`src/rtl/spi_capture_pkg.sv`:
```
// Shared types and constants for the SPI frame capture block.
package spi_capture_pkg;

   localparam int SWORD_DEF = 32;

   localparam logic [7:0] ASCII_O = 8'd79;
   localparam logic [7:0] ASCII_K = 8'd75;

   typedef enum logic [1:0] {
      IDLE,
      SHIFT,
      COMMIT
   } cap_state_t;

endpackage

```
`src/rtl/spi_frame_capture_sync_fifo.sv`:
```
// First-word fall-through FIFO; head visible the cycle after push into an empty FIFO.
// Backpressure: push while full with no pop is dropped and flagged on drop.
module sync_fifo #(
   parameter int sword = 32,
   parameter int depth = 8
) (
   input  logic                         CLK,
   input  logic                         RST,
   input  logic                         push,
   input  logic [sword-1:0]             push_data,
   input  logic                         pop,
   output logic [sword-1:0]             head,
   output logic                         valid,
   output logic                         full,
   output logic                         drop,
   output logic [$clog2(depth+1)-1:0]   count
);

   localparam int AW = $clog2(depth);
   localparam int CW = $clog2(depth+1);

   logic [sword-1:0] mem [depth];
   logic [AW-1:0]    wptr;
   logic [AW-1:0]    rptr;
   logic             do_push;
   logic             do_pop;

   assign valid   = (count != '0);
   assign full    = (count == CW'(depth));
   assign do_pop  = pop & valid;
   // a full FIFO still accepts a word when the head leaves in the same cycle
   assign do_push = push & (~full | do_pop);
   assign drop    = push & full & ~do_pop;
   assign head    = valid ? mem[rptr] : '0;

   always_ff @(posedge CLK or posedge RST) begin
      if (RST) begin
         wptr  <= '0;
         rptr  <= '0;
         count <= '0;
      end else begin
         if (do_push) wptr <= wptr + AW'(1);
         if (do_pop)  rptr <= rptr + AW'(1);
         case ({do_push, do_pop})
            2'b10:   count <= count + CW'(1);
            2'b01:   count <= count - CW'(1);
            default: count <= count;
         endcase
      end
   end

   always_ff @(posedge CLK) begin
      if (do_push) mem[wptr] <= push_data;
   end

endmodule

```
`src/rtl/spi_frame_capture.sv`:
```
// Deserialises CEB-framed SPI words MSB-first into a FWFT FIFO; push lands 3 CLK after CEB is sampled high.
// Backpressure: m_ready low holds the head word; a commit into a full FIFO is dropped and sets overflow.
module spi_frame_capture
   import spi_capture_pkg::*;
#(
   parameter int sword = SWORD_DEF,
   parameter int depth = 8
) (
   input  logic                         CLK,
   input  logic                         RST,
   input  logic                         spi_CEB,
   input  logic                         spi_SCLK,
   input  logic                         spi_DATA,
   output logic [sword-1:0]             m_data,
   output logic                         m_valid,
   input  logic                         m_ready,
   output logic [$clog2(depth+1)-1:0]   m_count,
   output logic                         overflow,
   output logic                         ok_seen,
   input  logic                         clear
);

   localparam int BW = $clog2(sword+1);

   // [0],[1] synchronise, [2] is the previous value for edge detection
   logic [2:0]       ceb_q;
   logic [2:0]       sclk_q;
   logic [1:0]       data_q;
   logic             ceb_fall;
   logic             ceb_rise;
   logic             sclk_rise;

   cap_state_t       state;
   cap_state_t       state_nxt;
   logic             start;
   logic             shift_en;
   logic             push;

   logic [sword-1:0] cap;
   logic [BW-1:0]    bit_cnt;
   logic [sword-1:0] prev_word;
   logic             full;
   logic             drop;
   logic             ok_set;

   always_ff @(posedge CLK or posedge RST) begin
      if (RST) begin
         ceb_q  <= 3'b111;
         sclk_q <= '0;
         data_q <= '0;
      end else begin
         ceb_q  <= {ceb_q[1:0], spi_CEB};
         sclk_q <= {sclk_q[1:0], spi_SCLK};
         data_q <= {data_q[0], spi_DATA};
      end
   end

   assign ceb_fall  = ~ceb_q[1] &  ceb_q[2];
   assign ceb_rise  =  ceb_q[1] & ~ceb_q[2];
   assign sclk_rise =  sclk_q[1] & ~sclk_q[2];

   always_ff @(posedge CLK or posedge RST) begin
      if (RST) state <= IDLE;
      else     state <= state_nxt;
   end

   always_comb begin
      state_nxt = state;
      start     = 1'b0;
      shift_en  = 1'b0;
      push      = 1'b0;
      case (state)
         IDLE: begin
            if (ceb_fall) begin
               start     = 1'b1;
               state_nxt = SHIFT;
            end
         end
         SHIFT: begin
            shift_en = sclk_rise;
            if (ceb_rise) state_nxt = COMMIT;
         end
         COMMIT: begin
            push      = (bit_cnt != '0);
            state_nxt = IDLE;
         end
         default: state_nxt = IDLE;
      endcase
   end

   // counter saturates but shifting continues, so an over-long frame keeps its last sword bits
   always_ff @(posedge CLK or posedge RST) begin
      if (RST) begin
         cap     <= '0;
         bit_cnt <= '0;
      end else if (start) begin
         cap     <= '0;
         bit_cnt <= '0;
      end else if (shift_en) begin
         cap <= {cap[sword-2:0], data_q[1]};
         if (bit_cnt != BW'(sword)) bit_cnt <= bit_cnt + BW'(1);
      end
   end

   sync_fifo #(
      .sword (sword),
      .depth (depth)
   ) u_fifo (
      .CLK       (CLK),
      .RST       (RST),
      .push      (push),
      .push_data (cap),
      .pop       (m_ready),
      .head      (m_data),
      .valid     (m_valid),
      .full      (full),
      .drop      (drop),
      .count     (m_count)
   );

   // dropped words still take part in the terminator match
   assign ok_set = push && (prev_word == sword'(ASCII_O)) && (cap == sword'(ASCII_K));

   always_ff @(posedge CLK or posedge RST) begin
      if (RST) begin
         prev_word <= '0;
         ok_seen   <= 1'b0;
         overflow  <= 1'b0;
      end else begin
         if (push)       prev_word <= cap;
         else if (clear) prev_word <= '0;

         if (ok_set)     ok_seen <= 1'b1;
         else if (clear) ok_seen <= 1'b0;

         if (drop)       overflow <= 1'b1;
         else if (clear) overflow <= 1'b0;
      end
   end

   logic unused_full;
   assign unused_full = full;

endmodule

```
`config.mk`:
```
export PLATFORM = sky130hd
export DESIGN_NAME = spi_frame_capture
export DESIGN_NICKNAME = d
export VERILOG_FILES = /design/src/rtl/spi_capture_pkg.sv /design/src/rtl/spi_frame_capture_sync_fifo.sv /design/src/rtl/spi_frame_capture.sv
export SDC_FILE = /design/constraint.sdc
export NUM_CORES = 1
export LEC_CHECK = 0
export CORE_MARGIN = 5
export CORE_UTILIZATION = 45
export DETAILED_ROUTE_END_ITERATION = 6
export PLACE_DENSITY = 0.65
export SKIP_LAST_GASP = 1
export SYNTH_ARGS = -nofsm -noshare
export SYNTH_HDL_FRONTEND = slang
export SYNTH_SLANG_ARGS = --single-unit
```
`constraint.sdc`:
```
create_clock -name CLK -period 4.6 [get_ports CLK]
set_input_delay 0.92 -clock CLK [delete_from_list [all_inputs] [get_ports CLK]]
set_output_delay 0.92 -clock CLK [all_outputs]
set_load 0.01 [all_outputs]
```
==> metrics.cfg, run 1 <==
[floorplanning]
core_um2 = 30500
dieArea_um2 = 34400
die_h_um = 186
boundaryPins = 46
start_util = 0.454
dieWidth_um = 186
fp-row-count = 64

[synth]
ys_ff_latch = 348
synth_nets = 838
yosysTopAreaCell = edfxtp_1
synthDistinctLibCells = 51
synth_area_per_cell_um2 = 16.8
synthCells = 824
yosys_warnings = 0
synth_top_area_share = 0.554
postSynth.asyncResetShare = 0.264
ys_seq_area_frac = 0.721
synth_flop_cell = edfxtp_1
synth_edf_count = 256
synth.cell_area_um2 = 13900
synth.area.top_cells = edfxtp_1 (55%), dfrtp_1 (16%), mux4_2 (10%), nand2_1 (3.6%), mux2i_1 (2.3%)

[timing]
slew_viol_final = 0
finalSetupViolCount = 0
clock.fmax_mhz = 258
tns_ns = 0
grt_setup_unrepaired = false
worst_pin_slew_ns = 1.10
clock_skew_ns = 0.0212
fin_crit_ns = 3.88
hold_violations = 0
finalCritPeriodShare = 0.843
setup_ws_ns = 0.720
slew_headroom = 0.261

[worst_setup_path]
path_buf_inv = 2
critPathSlowestCell = dfrtp_4
worstPathCellList = buf_12, mux4_2, mux2i_1, nor2_1, clkdlybuf4s50_1
cp.arrival_ns = 2.96
start_kind = register
critPathKind = register to output pin
crit_required_ns = 3.68
cp_slowest_stage_delay_ns = 0.83
critical_path.top_delay_family = flip-flops
crit_path_end_kind = output pin
critPathMaxFanout = 30

[cts]
cts_root_buffer = clkbuf_16
clk_latency_ns = 0.52
clk_pin_slew_worst_paths_ns = 0.06
clock_sinks = 348
cts_buffer_depth = 3
cts_made_buffers = 37
cts_tree = built
htreeDepth = 2
cts-resized-gates = 0
cts_setup_buffers = 0
cts_hold_buf = 0

[drt]
wl_um = 27200
num_vias = 7174
first_pass_iters = 5
ant_nets = 0
routed_via_density = 5.49
initialDrtViolationCount = 497
drc = 0
routedWlPerCell_um = 20.8

[cells_and_area]
nFillCells = 2422
diodes = 0
layout_common_cells = edfxtp_1 (256), nand2_1 (133), dfrtp_1 (86)
multiInputGateArea_um2 = 3670
area_growth_pct = 15.9
mostFrequentLayoutCell = edfxtp_1
regArea_um2 = 10000
drive_above_1_share = 0.193
nNetsFinal = 897

[power]
power.density_nw_per_um2 = 524
peakVddDrop_v = 0.000355
power_uw = 8410
leakage_uw = 0.00596

[global_routing]
grt_max_degree = 76
first_global_vias = 7651
overflow = 0
antenna_found_initial = 0
grt_pass1_wl_um = 44000
grt_use_total = 0.165

[status]
status = finished clean

[place]
place_congestion = 0.790
place_ws_ns = 0.873
dp_hpwl_um = 15500
io_buffers = 45

[worst_hold_path]
min-delay-path-class = register to register

[run]
drv_cap = 0

report_power, final:
group | internal [µW] | switching [µW]
Sequential | 3430 | 204
Clock | 1730 | 1170
Combinational | 1020 | 856
path summary, 6_finish.rpt:
path,start,to,slack (ns),cells after the start
worst max-delay path,u_fifo.rptr[0]$_DFFE_PP0P_,m_data[28],0.72,5
worst min-delay path,data_q[0]$_DFF_PP0_,data_q[1]$_DFF_PP0_,0.35,0
worst max register to register,bit_cnt[0]$_DFFE_PP0P_,u_fifo.mem[0][12]$_DFFE_PP_,1.47,7
worst min register to register,data_q[0]$_DFF_PP0_,data_q[1]$_DFF_PP0_,0.35,0
max in group asynchronous,RST,cap[4]$_DFFE_PP0P_,2.79,3
min in group asynchronous,RST,u_fifo.count[2]$_DFFE_PP0P_,0.97,2
worst reg2reg max path, stage by stage (launching register included):
cell	delay, ns
dfrtp_1	0.39
inv_1	0.06
ha_1	0.18
or4b_1	0.35
o221ai_4	0.20
or2_2	0.40
nor3_2	0.86
buf_4	0.39
flip-flops by register name (all words and copies together) (netlist names):
signal        count
u_fifo.rptr       3
ok_seen           1
data_q            2
sclk_q            3
cap              32
prev_word        32
u_fifo.mem      256
ceb_q             3
state             2
bit_cnt           6
u_fifo.count      4
overflow          1
u_fifo.wptr       3
logic make-up (layout without fill, tap and decap cells):
kind of cell,count (synthesis),count (layout),synth area share
DFF,348,348,0.721
muxes,99,99,0.130
and+or+nand+nor,259,259,0.0935
adders and majority gates,7,7,0.00632
xor gates and xnor gates,10,10,0.00632
AOI/OAI and AO/OA,49,49,0.0228
buffers and inverters,52,139,0.0205
routing by layer:
metal	wire, µm	GRT usage	vias up	part of all wire
li1	-	-	3245	-
met1	12100	0.233	3750	0.44
met4	439	0.0361	0	0.016
met5	0	0	-	0
met2	13600	0.274	143	0.50
met3	1060	0.0274	36	0.039
per-stage QoR:
stage          utilization  instances  cell area, µm²  hold WS (ns)
3_5_place_dp         0.487       1240           14900         0.336
3_3_place_gp         0.487       1240           14900         0.334
4_1_cts              0.526       1307           16100         0.350
6_report             0.526       1307           16100         0.348
5_1_grt              0.526       1307           16100         0.365
2_1_floorplan            -        824           13900         0.331
synth_stat cells (4+ instances only):
library cell	count
edfxtp_1	256
mux4_2	64
nand2_1	133
dfrtp_1	89
nand2b_1	4
nor4_1	9
nand3b_1	32
clkbuf_1	22
nor4b_1	6
ha_1	7
nand3_1	5
mux2i_1	32
xnor2_1	5
a21oi_1	34
inv_1	7
buf_6	6
buf_1	5
xor2_1	5
buf_2	8
nor2_1	43
nand4_1	5
area by class of cell:
type                    count  share of cell area
repair buffers             64              0.0416
clock inverters            20              0.0121
inverters                   8             0.00203
clock buffers              47              0.0627
multi-input cells         424               0.228
flip-flops and latches    348               0.623
well taps                 396              0.0308
Power figures use the tool's default switching activity.
==> run 2, diff against run 1 <==
==> constraint.sdc (replaced) <==
create_clock -name CLK -period 3.9 [get_ports CLK]
set_input_delay 0.78 -clock CLK [delete_from_list [all_inputs] [get_ports CLK]]
set_output_delay 0.78 -clock CLK [all_outputs]
set_load 0.01 [all_outputs]
==> run 2 against run 1 <==
Effect of this change:
- sequential share of layout area fell by 0.41 points
- power rose by 22%
- worst setup slack got worse by 0.39 ns
- highest routed layer unchanged
- first-iteration DRC count rose by 20%
- largest cell class unchanged
- die area did not move
- final cell count rose by 0.15%
- global-route usage fell by 0.16 points
- critical path depth rose by 1
- hold slack improved by 0.0014 ns
==> metrics.cfg, run 2 (synthesis results as in run 1) <==
[worst_hold_path]
holdPathStages = 0
min-delay-path-class = register to register
whs_endpoint = data_q[1]$_DFF_PP0_
hold_start = data_q[0]$_DFF_PP0_

[drt]
wl_um = 27200
routedWlPerCell_um = 20.8
num_vias = 7157
initialDrtViolationCount = 598
drc = 0
ant_nets = 0
routed_via_density = 5.47
first_pass_iters = 6

[timing]
clock_skew_ns = 0.0216
slew_headroom = 0.294
finalSetupViolCount = 0
grt_setup_unrepaired = false
finalCritPeriodShare = 0.914
worst_pin_slew_ns = 1.06
hold_violations = 0
slew_viol_final = 0
tns_ns = 0
fin_crit_ns = 3.57
clock.fmax_mhz = 280
setup_ws_ns = 0.334

[worst_setup_path]
start_kind = register
crit_path_end_kind = output pin
r2r-end = u_fifo.count[2]$_DFFE_PP0P_
r2r-start = u_fifo.count[1]$_DFFE_PP0P_
rrSetupSlack_ns = 0.94
rr_worst_depth = 11
crit_required_ns = 3.12
cp.arrival_ns = 2.79
worstPathCellList = buf_12, buf_4, mux4_2, mux2i_1, nor2_1, clkdlybuf4s50_1
critPathMaxFanout = 21
critPathSlowestCell = dfrtp_4
path_buf_inv = 3
critical_path.top_delay_family = buffers and inverters
critPathKind = register to output pin
cp_slowest_stage_delay_ns = 0.67

[cells_and_area]
mostFrequentLayoutCell = edfxtp_1
layout_common_cells = edfxtp_1 (256), nand2_1 (133), dfrtp_1 (86)
top_regs = u_fifo.mem: 256 flops, cap: 32 flops, prev_word: 32 flops
top_register = u_fifo.mem
final-instance-count-excl-fill = 1309
drive_above_1_share = 0.188
largest_register_ffs = 256
area_growth_pct = 16.6
nNetsFinal = 899
diodes = 0

[floorplanning]
boundaryPins = 46
core_um2 = 30500
dieWidth_um = 186
start_util = 0.454
die_h_um = 186
dieArea_um2 = 34400
fp-row-count = 64

[place]
place_ws_ns = 0.663
dp_hpwl_um = 15100
io_buffers = 45
place_congestion = 0.764
placed_cells = 1242

[global_routing]
grt_max_degree = 54
grt_use_total = 0.163
grt_pass1_wl_um = 43400
first_global_vias = 7547
overflow = 0
antenna_found_initial = 0

[cts]
htreeDepth = 2
cts-resized-gates = 0
clk_pin_slew_worst_paths_ns = 0.06
clock_sinks = 348
cts_root_buffer = clkbuf_16
clk_latency_ns = 0.52
cts_buffer_depth = 3
cts_hold_buf = 0
cts_made_buffers = 36
cts_tree = built

[run]
drv_cap = 0

[power]
peakVddDrop_v = 0.000322
leakage_uw = 0.00601
power.density_nw_per_um2 = 633

[status]
status = finished clean

[run 2: cell count changes in the layout (fill, tap and decap cells not counted), moves of 2 or more]
cell,before,now
buf_12,6,4
clkinv_2,9,5
clkinvlp_4,3,0
bufinv_16,3,7
nor3_2,2,0
clkinv_1,2,7
clkbuf_8,4,2
inv_6,2,0
buf_4,13,17
nor3_4,0,2
[run 2: metrics by stage]
stage | total power (µW) | utilization | instance area (µm²) | hold slack, ns
2_1_floorplan | 5740 | - | 13900 | 0.331
3_3_place_gp | 6680 | 0.487 | 14900 | 0.333
3_5_place_dp | 6690 | 0.487 | 14900 | 0.339
4_1_cts | 10300 | 0.529 | 16100 | 0.352
5_1_grt | 10700 | 0.530 | 16200 | 0.355
6_report | 10200 | 0.530 | 16200 | 0.350
[run 2: final cells by class]
cell class / count / area, µm²
sequential: 348 / 10000
tap: 396 / 495
clock buffer: 46 / 1000
fill: 2447 / 14300
multi-input combinational: 424 / 3680
clock inverter: 20 / 278
timing repair buffer: 67 / 686
inverter: 8 / 32.5
[run 2: where the power goes]
group          internal, µW  total (µW)  switching [µW]
combinational          1270        2290            1020
clock                  2280        3640            1360
sequential             4050        4300             255
[run 2: repair_timing]
action	in CTS	in global routing
setup endpoints to repair	0	1
buffers inserted	0	1
endpoints found under the hold margin	0	0
[run 2: how the worst max path moves through the flow]
stage          depth (start not counted)                        from                          to  slack [ns]
5_1_grt                                6  u_fifo.rptr[0]$_DFFE_PP0P_                  m_data[25]        0.15
3_5_place_dp                           6  u_fifo.rptr[0]$_DFFE_PP0P_                  m_data[24]        0.66
4_1_cts                                6  u_fifo.rptr[0]$_DFFE_PP0P_                  m_data[24]        0.10
6_report                               6  u_fifo.rptr[0]$_DFFE_PP0P_                  m_data[25]        0.33
2_1_floorplan                          4                     m_ready  u_fifo.mem[1][0]$_DFFE_PP_        0.71
3_3_place_gp                           6  u_fifo.rptr[0]$_DFFE_PP0P_                  m_data[24]        0.67
[run 2: per-layer routing]
layer / global-route usage / up-vias / wire length (µm)
met5: 0 / - / 0
met2: 0.272 / 137 / 13700
li1: - / 3258 / -
met1: 0.231 / 3725 / 12000
met3: 0.0254 / 37 / 1080
met4: 0.0364 / 0 / 386
==> run 3, diff against run 2 <==
--- a/config.mk
+++ b/config.mk
@@ -5,7 +5,7 @@
 export SDC_FILE = /design/constraint.sdc
 export NUM_CORES = 1
 export LEC_CHECK = 0
-export CORE_MARGIN = 5
+export CORE_MARGIN = 10
 export CORE_UTILIZATION = 45
 export DETAILED_ROUTE_END_ITERATION = 6
 export PLACE_DENSITY = 0.65
==> run 3 against run 2 <==
Effect of this change:
- hold slack got worse by 0.0031 ns
- sequential share of layout area grew 0.51 points
- register-to-register slack about the same
- via count increased by 0.68%
- worst setup slack worse by 0.12 ns
- sequential power barely moved
==> metrics.cfg, run 3 (synthesis results as in run 1) <==
[cells_and_area]
mostFrequentLayoutCell = edfxtp_1
layout_common_cells = edfxtp_1 (256), nand2_1 (133), dfrtp_1 (86)
top_register = u_fifo.mem
largest_register_ffs = 256
top_regs = u_fifo.mem: 256 flops, cap: 32 flops, prev_word: 32 flops
diodes = 0
area_growth_pct = 15.7
drive_above_1_share = 0.181
nFillCells = 2446
nNetsFinal = 899

[floorplanning]
dieArea_um2 = 38200
boundaryPins = 46
start_util = 0.454
core_um2 = 30500
die_h_um = 196
fp-row-count = 64
dieWidth_um = 196

[cts]
cts_hold_buf = 0
clk_latency_ns = 0.51
htreeDepth = 2
cts-resized-gates = 0
cts_made_buffers = 37
clock_sinks = 348
cts_setup_buffers = 0
cts_root_buffer = clkbuf_16
clk_pin_slew_worst_paths_ns = 0.06
cts_buffer_depth = 3
cts_tree = built

[worst_setup_path]
cp_slowest_stage_delay_ns = 0.81
crit_path_end_kind = output pin
start_kind = register
crit_required_ns = 3.12
critPathKind = register to output pin
cp.arrival_ns = 2.91
critPathSlowestCell = dfrtp_4
worstPathCellList = buf_12, mux4_2, mux2i_1, nor2_1, clkdlybuf4s50_1
critPathMaxFanout = 27

[timing]
hold_violations = 0
fin_crit_ns = 3.69
grt_setup_unrepaired = false
slew_headroom = 0.334
slew_viol_final = 0
clock.fmax_mhz = 271
finalSetupViolCount = 0
hold_slack_ns = 0.347
worst_pin_slew_ns = 0.996
tns_ns = 0
clock_skew_ns = 0.0121
finalCritPeriodShare = 0.946

[global_routing]
antenna_found_initial = 0
overflow = 0
grt_max_degree = 58
grt_use_total = 0.146
first_global_vias = 7600
grt_pass1_wl_um = 44600

[power]
power_switching_share = 0.269
p_clk_frac = 0.323
power.density_nw_per_um2 = 606
peakVddDrop_v = 0.000306
seq_power_share = 0.444
power_uw = 9710
power_switching_uw = 2620
p_int_uw = 7100
leakage_uw = 0.00592
p_comb_frac = 0.233

[drt]
ant_nets = 0
wl_um = 27900
first_pass_iters = 4
num_vias = 7206
drc = 0
initialDrtViolationCount = 551
routedWlPerCell_um = 21.4
routed_via_density = 5.51

[place]
dp_hpwl_um = 15600
io_buffers = 45
place_congestion = 0.764

[run]
drv_cap = 0

[worst_hold_path]
min-delay-path-class = register to register

[status]
status = finished clean

-- run 3: cell count changes in the layout (fill, tap and decap cells not counted), sizes merged --
cell	delta
bufinv	-7
clkbuf	+7
clkinv	-3
inv	+2
buf	-1
clkinvlp	+1
-- run 3: power by group through the flow --
stage	Clock (µW)	Sequential [µW]	Combinational (µW)
finish	3140	4310	2260
global placement	0	4390	2310
floorplan	0	4210	1520
global route	3350	4350	2470
CTS	3200	4330	2340
detailed placement	0	4400	2330
-- run 3: routing by layer --
layer  track usage  part of all wire  up-vias
met5             0                 0        -
met4        0.0308             0.012        0
met3        0.0255             0.039       32
met2         0.248              0.51      138
met1         0.193              0.44     3784
li1              -                 -     3252
-- run 3: area by class of cell --
cell class	count	area, µm²	area share
Clock buffer	53	1010	0.0627
Clock inverter	13	68.8	0.00429
Inverter	8	32.5	0.00203
Multi-Input combinational cell	424	3680	0.229
Sequential cell	348	10000	0.623
Tap cell	396	495	0.0309
Timing Repair Buffer	66	758	0.0473
-- run 3: critical path, delay by kind of cell, from the launching register on --
family	cells	cell delay [ns]
buffers and inverters	2	0.77
muxes	2	0.72
and+or+nand+nor	1	0.06
DFF	1	0.81
-- run 3: path summary, 6_finish.rpt --
kind	startpoint	slack (ns)	cells past startpoint	endpoint
max in group asynchronous	RST	2.49	3	prev_word[20]$_DFFE_PP0P_
max	u_fifo.rptr[0]$_DFFE_PP0P_	0.21	5	m_data[10]
max reg2reg	u_fifo.count[1]$_DFFE_PP0P_	0.94	11	u_fifo.count[2]$_DFFE_PP0P_
min in group asynchronous	RST	0.76	2	data_q[0]$_DFF_PP0_
min reg2reg	sclk_q[0]$_DFF_PP0_	0.35	0	sclk_q[1]$_DFF_PP0_
min	sclk_q[0]$_DFF_PP0_	0.35	0	sclk_q[1]$_DFF_PP0_
-- run 3: through the flow --
| step | cells | worst slack [ns] | util | cell area [µm²] |
|---|---|---|---|---|
| 6_report | 1308 | 0.209 | 0.526 | 16000 |
| 5_1_grt | 1308 | 0.00837 | 0.526 | 16000 |
| 4_1_cts | 1308 | 0.125 | 0.526 | 16000 |
| 3_5_place_dp | 1242 | 0.670 | 0.490 | 15000 |
| 3_3_place_gp | 1242 | 0.660 | 0.490 | 15000 |
| 2_1_floorplan | 824 | 0.705 | - | 13900 |
